===== src/rtl/tlb_lru_update_if.sv =====
// Request channel of the TLB LRU updater: one touch/invalidate per accepted handshake.
interface tlb_lru_update_if #(
    parameter int SET_BITS = 4
) ();
    logic                req_valid;
    logic                req_ready;
    logic                req_op;
    logic [SET_BITS-1:0] req_set;
    logic [1:0]          req_way;

    modport master (
        output req_valid,
        output req_op,
        output req_set,
        output req_way,
        input  req_ready
    );

    modport slave (
        input  req_valid,
        input  req_op,
        input  req_set,
        input  req_way,
        output req_ready
    );
endinterface


===== src/rtl/tlb_lru_update.sv =====
// Per-set LRU recency counters for a 4-way TLB: touch promotes a way to most recent,
// invalidate demotes it; saturation is resolved by rank-compressing the set.
module tlb_lru_update #(
    parameter int NUM_SETS = 16,
    parameter int SET_BITS = 4,
    parameter int NUM_WAYS = 4,
    parameter int LRU_BITS = 4
) (
    input  logic                         clk,
    input  logic                         rst,
    tlb_lru_update_if.slave              req,
    input  logic [SET_BITS-1:0]          rd_set,
    output logic [NUM_WAYS*LRU_BITS-1:0] rd_lru_count,
    output logic                         renorm
);
    localparam int ROW_BITS = NUM_WAYS * LRU_BITS;

    typedef enum logic [1:0] {INIT, IDLE, RENORM, APPLY} state_t;

    state_t               state_reg;
    logic [SET_BITS-1:0]  sweep_idx_reg;
    logic [SET_BITS-1:0]  set_reg;
    logic [1:0]           way_reg;
    logic                 op_reg;
    logic                 req_ready_reg;
    logic                 renorm_reg;
    logic [ROW_BITS-1:0]  rd_lru_count_reg;

    logic [ROW_BITS-1:0]  mem [NUM_SETS];

    logic [SET_BITS-1:0]  rmw_set;
    logic [1:0]           way_sel;
    logic [ROW_BITS-1:0]  cur_row;
    logic [ROW_BITS-1:0]  rank_row;
    logic [LRU_BITS-1:0]  cnt [NUM_WAYS];
    logic [LRU_BITS-1:0]  max_cnt;
    logic [2:0]           n_max;
    logic                 unique_max;
    logic                 accept;
    logic                 renorm_go;

    logic                 wr_en;
    logic [SET_BITS-1:0]  wr_addr;
    logic [ROW_BITS-1:0]  wr_data;
    logic                 set_val;
    logic [LRU_BITS-1:0]  new_val;

    // In IDLE the row is read for the incoming request; later states reuse the latched target.
    assign rmw_set    = (state_reg == IDLE) ? req.req_set : set_reg;
    assign way_sel    = (state_reg == IDLE) ? req.req_way : way_reg;
    assign cur_row    = mem[rmw_set];
    assign accept     = req.req_valid && req_ready_reg;
    assign unique_max = (cnt[way_sel] == max_cnt) && (n_max == 3'd1);
    assign renorm_go  = accept && !req.req_op && !unique_max && (max_cnt == '1);

    generate
        for (genvar gi = 0; gi < NUM_WAYS; gi++) begin : g_way
            logic [LRU_BITS-1:0] rank;

            assign cnt[gi] = cur_row[gi*LRU_BITS +: LRU_BITS];

            // Ties broken by way index so the ranks are always a permutation of 0..NUM_WAYS-1.
            always_comb begin
                rank = '0;
                for (int j = 0; j < NUM_WAYS; j++) begin
                    if ((cnt[j] < cnt[gi]) || ((cnt[j] == cnt[gi]) && (j < gi))) begin
                        rank = rank + 1'b1;
                    end
                end
            end

            assign rank_row[gi*LRU_BITS +: LRU_BITS] = rank;
        end
    endgenerate

    always_comb begin
        max_cnt = '0;
        n_max   = '0;
        for (int i = 0; i < NUM_WAYS; i++) begin
            if (cnt[i] > max_cnt) begin
                max_cnt = cnt[i];
            end
        end
        for (int i = 0; i < NUM_WAYS; i++) begin
            if (cnt[i] == max_cnt) begin
                n_max = n_max + 3'd1;
            end
        end
    end

    always_comb begin
        wr_en   = 1'b0;
        wr_addr = rmw_set;
        wr_data = cur_row;
        set_val = 1'b0;
        new_val = '0;
        case (state_reg)
            INIT: begin
                wr_en   = 1'b1;
                wr_addr = sweep_idx_reg;
                wr_data = '0;
            end
            IDLE: begin
                if (accept) begin
                    if (req.req_op) begin
                        set_val = 1'b1;
                    end else if (!unique_max && (max_cnt != '1)) begin
                        set_val = 1'b1;
                        new_val = max_cnt + 1'b1;
                    end
                end
            end
            RENORM: begin
                wr_en   = 1'b1;
                wr_data = rank_row;
            end
            APPLY: begin
                if (!op_reg) begin
                    set_val = 1'b1;
                    new_val = LRU_BITS'(NUM_WAYS);
                end
            end
            default: ;
        endcase
        if (set_val) begin
            wr_en = 1'b1;
            for (int i = 0; i < NUM_WAYS; i++) begin
                if (i == int'(way_sel)) begin
                    wr_data[i*LRU_BITS +: LRU_BITS] = new_val;
                end
            end
        end
        if (rst) begin
            wr_en = 1'b0;
        end
    end

    always_ff @(posedge clk) begin
        if (wr_en) begin
            mem[wr_addr] <= wr_data;
        end
    end

    // Registered read sees the pre-write row when the same set is being updated.
    always_ff @(posedge clk) begin
        if (rst) begin
            rd_lru_count_reg <= '0;
        end else begin
            rd_lru_count_reg <= mem[rd_set];
        end
    end

    always_ff @(posedge clk) begin
        if (rst) begin
            state_reg     <= INIT;
            sweep_idx_reg <= '0;
            set_reg       <= '0;
            way_reg       <= '0;
            op_reg        <= 1'b0;
            req_ready_reg <= 1'b0;
            renorm_reg    <= 1'b0;
        end else begin
            case (state_reg)
                INIT: begin
                    sweep_idx_reg <= sweep_idx_reg + 1'b1;
                    if (sweep_idx_reg == SET_BITS'(NUM_SETS - 1)) begin
                        state_reg     <= IDLE;
                        req_ready_reg <= 1'b1;
                    end
                end
                IDLE: begin
                    if (accept) begin
                        set_reg <= req.req_set;
                        way_reg <= req.req_way;
                        op_reg  <= req.req_op;
                        if (renorm_go) begin
                            state_reg     <= RENORM;
                            req_ready_reg <= 1'b0;
                            renorm_reg    <= 1'b1;
                        end
                    end
                end
                RENORM: begin
                    state_reg  <= APPLY;
                    renorm_reg <= 1'b0;
                end
                APPLY: begin
                    state_reg     <= IDLE;
                    req_ready_reg <= 1'b1;
                end
                default: begin
                    state_reg <= INIT;
                end
            endcase
        end
    end

    assign req.req_ready = req_ready_reg;
    assign renorm        = renorm_reg;
    assign rd_lru_count  = rd_lru_count_reg;
endmodule


===== src/flat_wrapper.sv =====
// flat-port wrapper written by rule: the top's interface ports become plain ports
module tlb_lru_update_flat 
#(
    parameter int NUM_SETS = 16,
    parameter int SET_BITS = 4,
    parameter int NUM_WAYS = 4,
    parameter int LRU_BITS = 4
)
  (clk, rst, rd_set, rd_lru_count, renorm, req_req_valid, req_req_op, req_req_set, req_req_way, req_req_ready);
  tlb_lru_update_if #(.SET_BITS(SET_BITS)) req_i ();
  input  logic clk;
  input  logic rst;
  input  logic [SET_BITS-1:0] rd_set;
  output logic [NUM_WAYS*LRU_BITS-1:0] rd_lru_count;
  output logic renorm;
  input wire logic [$bits(req_i.req_valid)-1:0] req_req_valid;
  input wire logic [$bits(req_i.req_op)-1:0] req_req_op;
  input wire logic [$bits(req_i.req_set)-1:0] req_req_set;
  input wire logic [$bits(req_i.req_way)-1:0] req_req_way;
  output wire logic [$bits(req_i.req_ready)-1:0] req_req_ready;
  assign req_i.req_valid = req_req_valid;
  assign req_i.req_op = req_req_op;
  assign req_i.req_set = req_req_set;
  assign req_i.req_way = req_req_way;
  assign req_req_ready = req_i.req_ready;
  tlb_lru_update #(.NUM_SETS(NUM_SETS), .SET_BITS(SET_BITS), .NUM_WAYS(NUM_WAYS), .LRU_BITS(LRU_BITS)) u_core (.clk(clk), .rst(rst), .req(req_i), .rd_set(rd_set), .rd_lru_count(rd_lru_count), .renorm(renorm));
endmodule

===== config.mk =====
export PLATFORM = sky130hd
export DESIGN_NAME = tlb_lru_update_flat
export DESIGN_NICKNAME = d
export VERILOG_FILES = /design/src/rtl/tlb_lru_update_if.sv /design/src/rtl/tlb_lru_update.sv /design/src/flat_wrapper.sv
export SDC_FILE = /design/constraint.sdc
export NUM_CORES = 1
export LEC_CHECK = 0
export BUFFER_PORTS_ARGS = -buffer_cell sky130_fd_sc_hd__buf_2
export CELL_PAD_IN_SITES_DETAIL_PLACEMENT = 2
export CELL_PAD_IN_SITES_GLOBAL_PLACEMENT = 2
export CORE_AREA = 2 2 181 183
export CTS_BUF_LIST = sky130_fd_sc_hd__clkbuf_2 sky130_fd_sc_hd__clkbuf_4 sky130_fd_sc_hd__clkbuf_8
export DETAILED_ROUTE_END_ITERATION = 12
export DIE_AREA = 0 0 183 185
export GPL_TIMING_DRIVEN = 1
export HOLD_SLACK_MARGIN = 0.03
export PLACE_DENSITY = 0.88
export SLEW_MARGIN = 10
export SYNTH_ARGS = -nofsm -noshare
export SYNTH_HDL_FRONTEND = slang
export SYNTH_SLANG_ARGS = --single-unit

===== constraint.sdc =====
create_clock -name clk -period 32.4 [get_ports clk]
set_input_delay 1.62 -clock clk [delete_from_list [all_inputs] [get_ports clk]]
set_output_delay 1.62 -clock clk [all_outputs]
set_load 0.05 [all_outputs]

==> impl_metrics.env, run 1 <==
export IMPL_status="finished, final reports clean"
export IMPL_cts_buffer_depth=3
export IMPL_netlist_top_cells_area="edfxtp_1, mux4_2, ha_1"
export IMPL_antenna_left=0
export IMPL_hold_buffers=0
export IMPL_die_x_um=183
export IMPL_cp_top_family="compound AO/OA/AOI/OAI gates"
export IMPL_io_pins=32
export IMPL_crit_fanout=64
export IMPL_ys_warn_count=0
export IMPL_grt_overflow=0
export IMPL_portBuffers=31
export IMPL_antenna_found_initial=3
export IMPL_fin_crit_ns=14.51
export IMPL_preCtsSetupSlack_ns=17.60
export IMPL_arrival_ns=14.72
export IMPL_start_util_pct=49.03
export IMPL_min_from="u_core.way_reg[0]"
export IMPL_drive_above_1_share_pct=24.68
export IMPL_max_slew_margin_rel_pct=14.29
export IMPL_cts_root_buffer="clkbuf_8"
export IMPL_worstHoldPathType="flip-flop to flip-flop"
export IMPL_die_h_um=185
export IMPL_crit_path_start="req_req_set[1]"
export IMPL_layout_area_seq_um2=8308
export IMPL_timing_final_ws_setup_ns=17.89
export IMPL_clk_insertion_delay_late_ns=0.62
export IMPL_post_route_period_util_pct=44.78
export IMPL_ys_flop_type="edfxtp_1"
export IMPL_r2r_slack_ns=17.94
export IMPL_synth_most_common_cell="edfxtp_1"
export IMPL_clk_pin_slew_ns=0.06
export IMPL_synth_top_area_share_pct=48.94
export IMPL_rr_startpoint="u_core.state_reg[1]"
export IMPL_drc=0
export IMPL_end_kind="flip-flop"
export IMPL_multi_input_area_um2=7072
export IMPL_clock_fmax_ghz=0.06892
export IMPL_rsz0062_at_grt="false"
export IMPL_slew_viol_final=0
export IMPL_path_buf_inv=3
export IMPL_cp_slowest_stage_delay_ns=1.05
export IMPL_syn_nets=1224
export IMPL_cts_buffers=50
export IMPL_gp_congestion=0.8953
export IMPL_yosys_register_bits=287
export IMPL_synth_area_leader_cell="edfxtp_1"
export IMPL_fillerInstances=2933
export IMPL_cp_required_ns=32.61
export IMPL_syn_inst=1156
export IMPL_grt_pass1_wl_mm=87.98
export IMPL_skew_ns=0.03374
export IMPL_cts_tree="built"
export IMPL_synth_common_cells="edfxtp_1, nand2_1, mux4_2"
export IMPL_crit_slowest_cell="a21oi_2"
export IMPL_yosysUniqueCellTypes=74
export IMPL_cp_start_kind="input port"
export IMPL_setup_viol=0
export IMPL_row_count=66
export IMPL_postCtsSetupRepairBufs=0
export IMPL_htree_levels=2
export IMPL_drtIter0Drc=1221
export IMPL_vias_per_cell=7.083
export IMPL_worstSetupPathType="input port to flip-flop"
export IMPL_wl_per_cell_um=36.56
export IMPL_syn_avg_cell_area_um2=13.59
export IMPL_routed_wl_mm=60.41
export IMPL_fin_util_pct=54.57
export IMPL_synth_area_um2=15710
export IMPL_seq_area_frac_synth_pct=52.89
export IMPL_drt_pass1_iter_count=5
export IMPL_worst_pin_slew_ns=1.286
export IMPL_grt_pass1_vias=12530
export IMPL_grt_start_max_net_pins=65
export IMPL_timing_setup_tns_ns=0
export IMPL_cap_viol_max_count=0
export IMPL_critPathMostFrequentCell="ha_1"
export IMPL_largest_reg_flops=256
export IMPL_hold_viol_final=0
export IMPL_async_flop_share_pct=0
export IMPL_layout_nets=1270
export IMPL_synth_edf_count=256
export IMPL_vias=11701
export IMPL_track_usage_pct=36.33
export IMPL_core_area_um2=32040
export IMPL_hpwlAfterDp_mm=38.57
export IMPL_cts_num_sinks=287
export IMPL_syn2layout_area_growth_pct=11.29
export IMPL_n_antenna_cell=0
export IMPL_die_area_um2=33860
export IMPL_ctsResizeCount=0
## layout by cell type, fill, tap and decap left out, types with 19 or more instances in the layout
| cell type | count |
|---|---|
| a21oi_1 | 33 |
| buf_2 | 29 |
| buf_4 | 24 |
| clkbuf_8 | 58 |
| dfxtp_1 | 31 |
| edfxtp_1 | 256 |
| ha_1 | 54 |
| inv_1 | 37 |
| mux2i_1 | 23 |
| mux4_2 | 114 |
| nand2_1 | 166 |
| nand2b_1 | 19 |
| nand3_1 | 49 |
| nand4_1 | 23 |
| nor2_1 | 36 |
| nor2b_1 | 29 |
| o21ai_0 | 19 |
| xnor2_1 | 20 |
## kinds of logic after synthesis
kind of cell    synth area share, %
compound gates                7.416
xor+xnor                      1.784
fa+ha+maj                     4.301
buf+inv                       2.708
flops                         52.89
mux                           19.20
simple gates                  11.70
## final timing paths
check | end | cells past startpoint
worst max-delay path | u_core.mem[6][1] | 39
worst min-delay path | u_core.way_reg[0] | 2
worst max register to register | u_core.mem[6][1] | 41
worst min register to register | u_core.way_reg[0] | 2
## layout make-up
cell class / instances / area share (%)
Sequential cell: 287 / 47.52
Multi-Input combinational cell: 772 / 40.45
Clock buffer: 71 / 5.124
Tap cell: 408 / 2.920
Timing Repair Buffer: 53 / 1.861
Clock inverter: 23 / 1.310
Inverter: 38 / 0.8159
## layer usage
metal  up-vias  wire length, um  global-route usage (%)
met5         -               23                       0
met4         4             3016                   16.99
met3       197             6015                   8.848
met2       802            28960                   58.92
met1      6072            22390                   46.37
li1       4626                -                       -
## worst reg2reg max path, delay by kind of cell, from the launching register on
family                     cells  cell delay, ns
buffers and inverters          4            0.76
muxes                          6            2.49
DFF                            1            0.34
xor gates and xnor gates       1            0.21
adders and majority gates      6            1.75
AOI/OAI and AO/OA             16            6.24
and+or+nand+nor                8            2.25
## metrics by stage
| stage | cell area (um^2) | std cells | hold WS (ns) |
|---|---|---|---|
| 3_5_place_dp | 16340 | 1558 | 0.4590 |
| 2_1_floorplan | 15710 | 1156 | 0.4357 |
| 4_1_cts | 17460 | 1652 | 0.4681 |
| 6_report | 17480 | 1652 | 0.4708 |
| 3_3_place_gp | 16340 | 1558 | 0.4435 |
| 5_1_grt | 17480 | 1652 | 0.4929 |
Power of run 1 is left out: the tool's default activity adds up to more than one toggle a clock period on the data nets, which glitch-free logic cannot reach.
==> inputs of run 2 (changes only) <==
- CORE_AREA: 2 2 181 183 -> 2 2 195 197
- DIE_AREA: 0 0 183 185 -> 0 0 197 199
- PLACE_DENSITY: 0.88 -> 0.81
- clock period: 32.4 -> 12 ns (I/O delays scaled with it)
==> run 2 against run 1 <==
- hold slack got worse by 0.22 ns
- sequential share of layout area decreased by 1.8 points
- cell area increased by 3.9%
- cell count increased by 7.6%
- via count decreased by 0.32%
- critical path type is now flip-flop to flip-flop
- critical endpoint is now u_core.mem[4][10]
- largest cell class unchanged
==> impl_metrics.env, run 2 (synthesized netlist as in run 1, its figures left out) <==
export IMPL_final_common_cell="edfxtp_1"
export IMPL_end_kind="flip-flop"
export IMPL_worstHoldPathType="input port to flip-flop"
export IMPL_grt_overflow=0
export IMPL_mostFrequentLayoutCells="edfxtp_1, nand2_1, mux4_2, buf_4, clkbuf_8"
export IMPL_status="finished, final reports clean"
export IMPL_worst_pin_slew_ns=1.133
export IMPL_setup_viol=0
export IMPL_grt_pass1_wl_mm=87.04
export IMPL_cts_buffers=49
export IMPL_slew_viol_final=0
export IMPL_antenna_left=0
export IMPL_cp_start_kind="flip-flop"
export IMPL_crit_slowest_cell="or4b_2"
export IMPL_cts_root_buffer="clkbuf_8"
export IMPL_max_slew_margin_rel_pct=24.16
export IMPL_worstSetupPathType="flip-flop to flip-flop"
export IMPL_whs_path_depth=3
export IMPL_drtIter0Drc=1246
export IMPL_cp_top_family="compound AO/OA/AOI/OAI gates"
export IMPL_post_route_period_util_pct=96.63
export IMPL_critPathMostFrequentCell="ha_1"
export IMPL_fin_util_pct=48.93
export IMPL_htree_levels=2
export IMPL_wl_per_cell_um=33.35
export IMPL_portBuffers=31
export IMPL_vias=11663
export IMPL_hold_viol_final=0
export IMPL_routed_wl_mm=59.30
export IMPL_gp_congestion=0.8374
export IMPL_drc=0
export IMPL_cp_slowest_stage_delay_ns=0.69
export IMPL_dp_cells=1664
export IMPL_path_buf_inv=6
export IMPL_worstHoldEndpoint="u_core.way_reg[0]"
export IMPL_rr_startpoint="u_core.state_reg[1]"
export IMPL_grt_pass1_vias=12604
export IMPL_fin_crit_ns=11.60
export IMPL_drive_above_1_share_pct=29.55
export IMPL_r2r_slack_ns=0.40
export IMPL_fin_cells=1778
export IMPL_fillerInstances=3477
export IMPL_clk_insertion_delay_late_ns=0.67
export IMPL_clock_fmax_ghz=0.08624
export IMPL_io_pins=32
export IMPL_die_area_um2=39200
export IMPL_skew_ns=0.07652
export IMPL_cts_tree="built"
export IMPL_cap_viol_max_count=0
export IMPL_cts_num_sinks=287
export IMPL_drt_pass1_iter_count=5
export IMPL_row_count=71
export IMPL_hpwlAfterDp_mm=38.84
export IMPL_multi_input_area_um2=7187
export IMPL_grt_start_max_net_pins=48
export IMPL_clk_pin_slew_ns=0.06
export IMPL_reg2reg_depth=44
export IMPL_start_util_pct=42.30
export IMPL_antenna_found_initial=2
export IMPL_die_h_um=199
export IMPL_arrival_ns=12.05
export IMPL_rsz0062_at_grt="true"
export IMPL_crit_fanout=35
export IMPL_min_from="req_req_way[0]"
export IMPL_largest_reg_flops=256
export IMPL_layout_nets=1330
export IMPL_track_usage_pct=30.83
export IMPL_core_area_um2=37130
export IMPL_cp_required_ns=12.45
export IMPL_worstReg2RegEnd="u_core.mem[4][10]"
export IMPL_syn2layout_area_growth_pct=15.66
export IMPL_die_x_um=197
export IMPL_layout_area_seq_um2=8308
export IMPL_vias_per_cell=6.560
export IMPL_cts_buffer_depth=3
==> run 2: cell count changes in the layout (fill, tap and decap cells not counted), sizes merged <==
cell	previous run	this run
bufinv	4	1
buf	53	113
diode	0	1
inv	38	39
clkbuf	71	81
mux2	15	16
clkinv	17	7
==> run 2: area by class of cell <==
type | instances | share of cell area, %
clock inverters | 11 | 0.4889
well taps | 474 | 3.264
inverters | 38 | 0.7851
clock buffers | 81 | 5.516
multi-input cells | 773 | 39.56
repair buffers | 113 | 4.648
diodes | 1 | 0.01377
flip-flops and latches | 287 | 45.73
==> run 2: per-layer routing <==
layer  share of wire (%)  track usage (%)  vias to the layer above
li1                    -                -                     4747
met1                  39            38.81                     6147
met3                 7.3            6.138                      184
met4                 4.4            13.84                        2
met5               0.022                0                        -
met2                  49            51.77                      583
==> run 2: stage by stage <==
stage	setup slack, ns	cell area, um^2	setup TNS (ns)	hold slack, ns
2_1_floorplan	0.7608	15710	0	0.4357
3_3_place_gp	0.2200	16740	0	0.4421
3_5_place_dp	-0.5187	16740	-95.47	0.4690
4_1_cts	0.005719	18030	0	0.2183
5_1_grt	-0.06721	18170	-1.694	0.2383
6_report	0.4040	18170	0	0.2459
==> run 2: tightest hold or removal path, delay by kind of cell <==
kind | cells | cell delay, ns
buffers and inverters | 1 | 0.11
AOI/OAI and AO/OA | 1 | 0.07
and+or+nand+nor | 1 | 0.06
==> run 2: how the worst max path moves through the flow <==
| stage | depth (start not counted) | start | slack [ns] | to |
|---|---|---|---|---|
| after global placement | 46 | u_core.state_reg[1] | 0.22 | u_core.mem[6][10] |
| after floorplan | 45 | u_core.state_reg[1] | 0.76 | u_core.mem[4][0] |
| after detailed placement | 46 | u_core.state_reg[1] | -0.52 | u_core.mem[6][10] |
| after global routing | 46 | u_core.state_reg[1] | -0.07 | u_core.mem[14][3] |
| after CTS | 46 | u_core.state_reg[1] | 0.006 | u_core.mem[13][7] |
| final | 44 | u_core.state_reg[1] | 0.40 | u_core.mem[4][10] |
==> run 2: timing repair <==
| action | CTS | global route |
|---|---|---|
| hold buffers | 0 | 0 |
| resized for setup | 14 | 20 |
| pin swaps | 10 | 6 |
| hold endpoints to repair | 0 | 0 |
| cloned | 1 | 0 |
| endpoints found under the setup margin | 442 | 512 |
| buffers inserted | 11 | 9 |
Power of run 2 is left out for the same reason.
==> inputs of run 3 (changes only) <==
==> constraint.sdc (replaced) <==
create_clock -name clk -period 12 [get_ports clk]
set_input_delay 2.4 -clock clk [delete_from_list [all_inputs] [get_ports clk]]
set_output_delay 2.4 -clock clk [all_outputs]
set_load 0.05 [all_outputs]
==> run 3 against run 2 <==
- global-route usage fell by 1.2 points
- fmax rose by 1.4%
- routed wire length fell by 4.1%
- die area did not move
- utilization rose by 0.66 points
- critical endpoint is now u_core.mem[12][2]
- count of clock-buffer cells in the layout fell by 12
- largest cell class unchanged
- highest routed layer is now met4
- register-to-register slack improved by 0.81 ns
- critical path depth did not move
- non-clock buffer count rose by 8
- sequential cell count did not move
==> impl_metrics.env, run 3 (synthesized netlist as in run 1, its figures left out) <==
export IMPL_status="finished, final reports clean"
export IMPL_hold_viol_final=0
export IMPL_worstHoldPathType="flip-flop to flip-flop"
export IMPL_grt_pass1_wl_mm=84.15
export IMPL_io_pins=32
export IMPL_wl_per_cell_um=31.94
export IMPL_grt_pass1_vias=12418
export IMPL_vias_per_cell=6.426
export IMPL_whs_path_depth=2
export IMPL_fin_crit_ns=11.43
export IMPL_max_slew_margin_rel_pct=25.28
export IMPL_vias=11444
export IMPL_worstSetupPathType="input port to flip-flop"
export IMPL_drt_pass1_iter_count=7
export IMPL_mostFrequentLayoutCells="edfxtp_1, nand2_1, mux4_2, buf_4, clkbuf_8"
export IMPL_track_usage_pct=29.63
export IMPL_cp_required_ns=12.28
export IMPL_routed_wl_mm=56.89
export IMPL_clk_pin_slew_ns=0.06
export IMPL_antenna_left=0
export IMPL_cp_slowest_stage_delay_ns=0.70
export IMPL_cts_buffer_depth=3
export IMPL_n_antenna_cell=0
export IMPL_slew_viol_final=0
export IMPL_grt_start_max_net_pins=64
export IMPL_cts_root_buffer="clkbuf_8"
export IMPL_min_from="u_core.way_reg[0]"
export IMPL_worst_pin_slew_ns=1.121
export IMPL_post_route_period_util_pct=95.25
export IMPL_cts_tree="built"
export IMPL_timing_setup_tns_ns=0
export IMPL_rsz0062_at_grt="false"
export IMPL_cap_viol_max_count=0
export IMPL_portBuffers=31
export IMPL_cp_start_kind="input port"
export IMPL_clock_fmax_ghz=0.08749
export IMPL_skew_ns=0.03105
export IMPL_grt_overflow=0
export IMPL_arrival_ns=11.71
export IMPL_final_common_cell="edfxtp_1"
export IMPL_reg2reg_depth=46
export IMPL_cts_num_sinks=287
export IMPL_syn2layout_area_growth_pct=17.22
export IMPL_hpwlAfterDp_mm=38.19
export IMPL_htree_levels=2
export IMPL_gp_congestion=0.8337
export IMPL_fillerInstances=3476
export IMPL_drive_above_1_share_pct=29.69
export IMPL_rr_startpoint="u_core.state_reg[1]"
export IMPL_start_util_pct=42.30
export IMPL_die_area_um2=39200
export IMPL_worstHoldEndpoint="u_core.way_reg[0]"
export IMPL_drc=0
export IMPL_crit_slowest_cell="or4b_2"
export IMPL_die_x_um=197
export IMPL_core_area_um2=37130
export IMPL_worstReg2RegEnd="u_core.mem[12][2]"
export IMPL_cts_buffers=48
export IMPL_drtIter0Drc=1230
export IMPL_crit_fanout=24
export IMPL_row_count=71
export IMPL_die_h_um=199
export IMPL_clk_insertion_delay_late_ns=0.61
export IMPL_r2r_slack_ns=1.21
export IMPL_antenna_found_initial=1
export IMPL_largest_reg_flops=256
export IMPL_setup_viol=0
export IMPL_layout_nets=1336
export IMPL_end_kind="flip-flop"
## run 3: cell types whose count changed in the layout (fill, tap and decap cells not counted), moves of 3 or more
| cell | before | now |
|---|---|---|
| buf_12 | 4 | 19 |
| a21oi_4 | 12 | 16 |
| o2111ai_4 | 1 | 4 |
| clkbuf_4 | 18 | 15 |
| buf_4 | 75 | 69 |
| clkinv_2 | 3 | 7 |
| o2111ai_2 | 3 | 0 |
| clkinv_1 | 4 | 10 |
| a21oi_1 | 33 | 30 |
| clkbuf_8 | 63 | 54 |
## run 3: repair_timing
| action | 4_1_cts | 5_1_grt |
|---|---|---|
| endpoints found under the setup margin | 0 | 512 |
| gates resized for setup | 0 | 30 |
| buffers inserted | 0 | 3 |
| hold buffers | 0 | 0 |
## run 3: area by class of cell
class	count	area (um^2)	share of cell area (%)
repair buffers	121	1089	5.912
well taps	474	593.1	3.221
inverters	38	142.6	0.7746
clock inverters	20	148.9	0.8086
multi-input cells	772	7277	39.52
flip-flops and latches	287	8308	45.12
clock buffers	69	855.8	4.648
## run 3: critical path, delay by kind of cell
family | cells | cell delay (ns)
buf+inv | 8 | 1.32
mux | 5 | 1.30
compound gates | 16 | 3.34
simple gates | 9 | 2.00
xor+xnor | 1 | 0.08
fa+ha+maj | 5 | 1.25
## run 3: worst max path at each step
stage	from	end	slack, ns	cells after the start
5_1_grt	req_req_set[1]	u_core.mem[12][13]	0.001	47
2_1_floorplan	req_req_set[0]	u_core.mem[13][0]	0.01	43
4_1_cts	req_req_set[1]	u_core.mem[2][12]	0.10	45
6_report	req_req_set[0]	u_core.mem[12][2]	0.57	44
3_5_place_dp	req_req_set[1]	u_core.mem[2][9]	-0.48	45
3_3_place_gp	req_req_set[0]	u_core.mem[9][5]	0.05	43
## run 3: metrics by stage
step                      setup WS [ns]  cell area [um^2]  utilization, %  hold slack (ns)  instances
after CTS                        0.1000             18270           49.20           0.4675       1778
after global routing           0.001026             18410           49.59           0.5029       1781
final                            0.5696             18410           49.59           0.4642       1781
after detailed placement        -0.4842             17270           46.50           0.4594       1689
after floorplan                0.009698             15910               -           0.4357       1156
after global placement          0.05031             17270           46.50           0.4416       1689
## run 3: metal layers
layer / vias up / wire length, um / global-route usage (%)
met5: - / 0 / 0
met4: 0 / 1870 / 10.58
met3: 125 / 4008 / 4.544
met2: 543 / 28630 / 51.24
met1: 6021 / 22380 / 38.04
li1: 4755 / - / -
Power of run 3 is left out for the same reason.
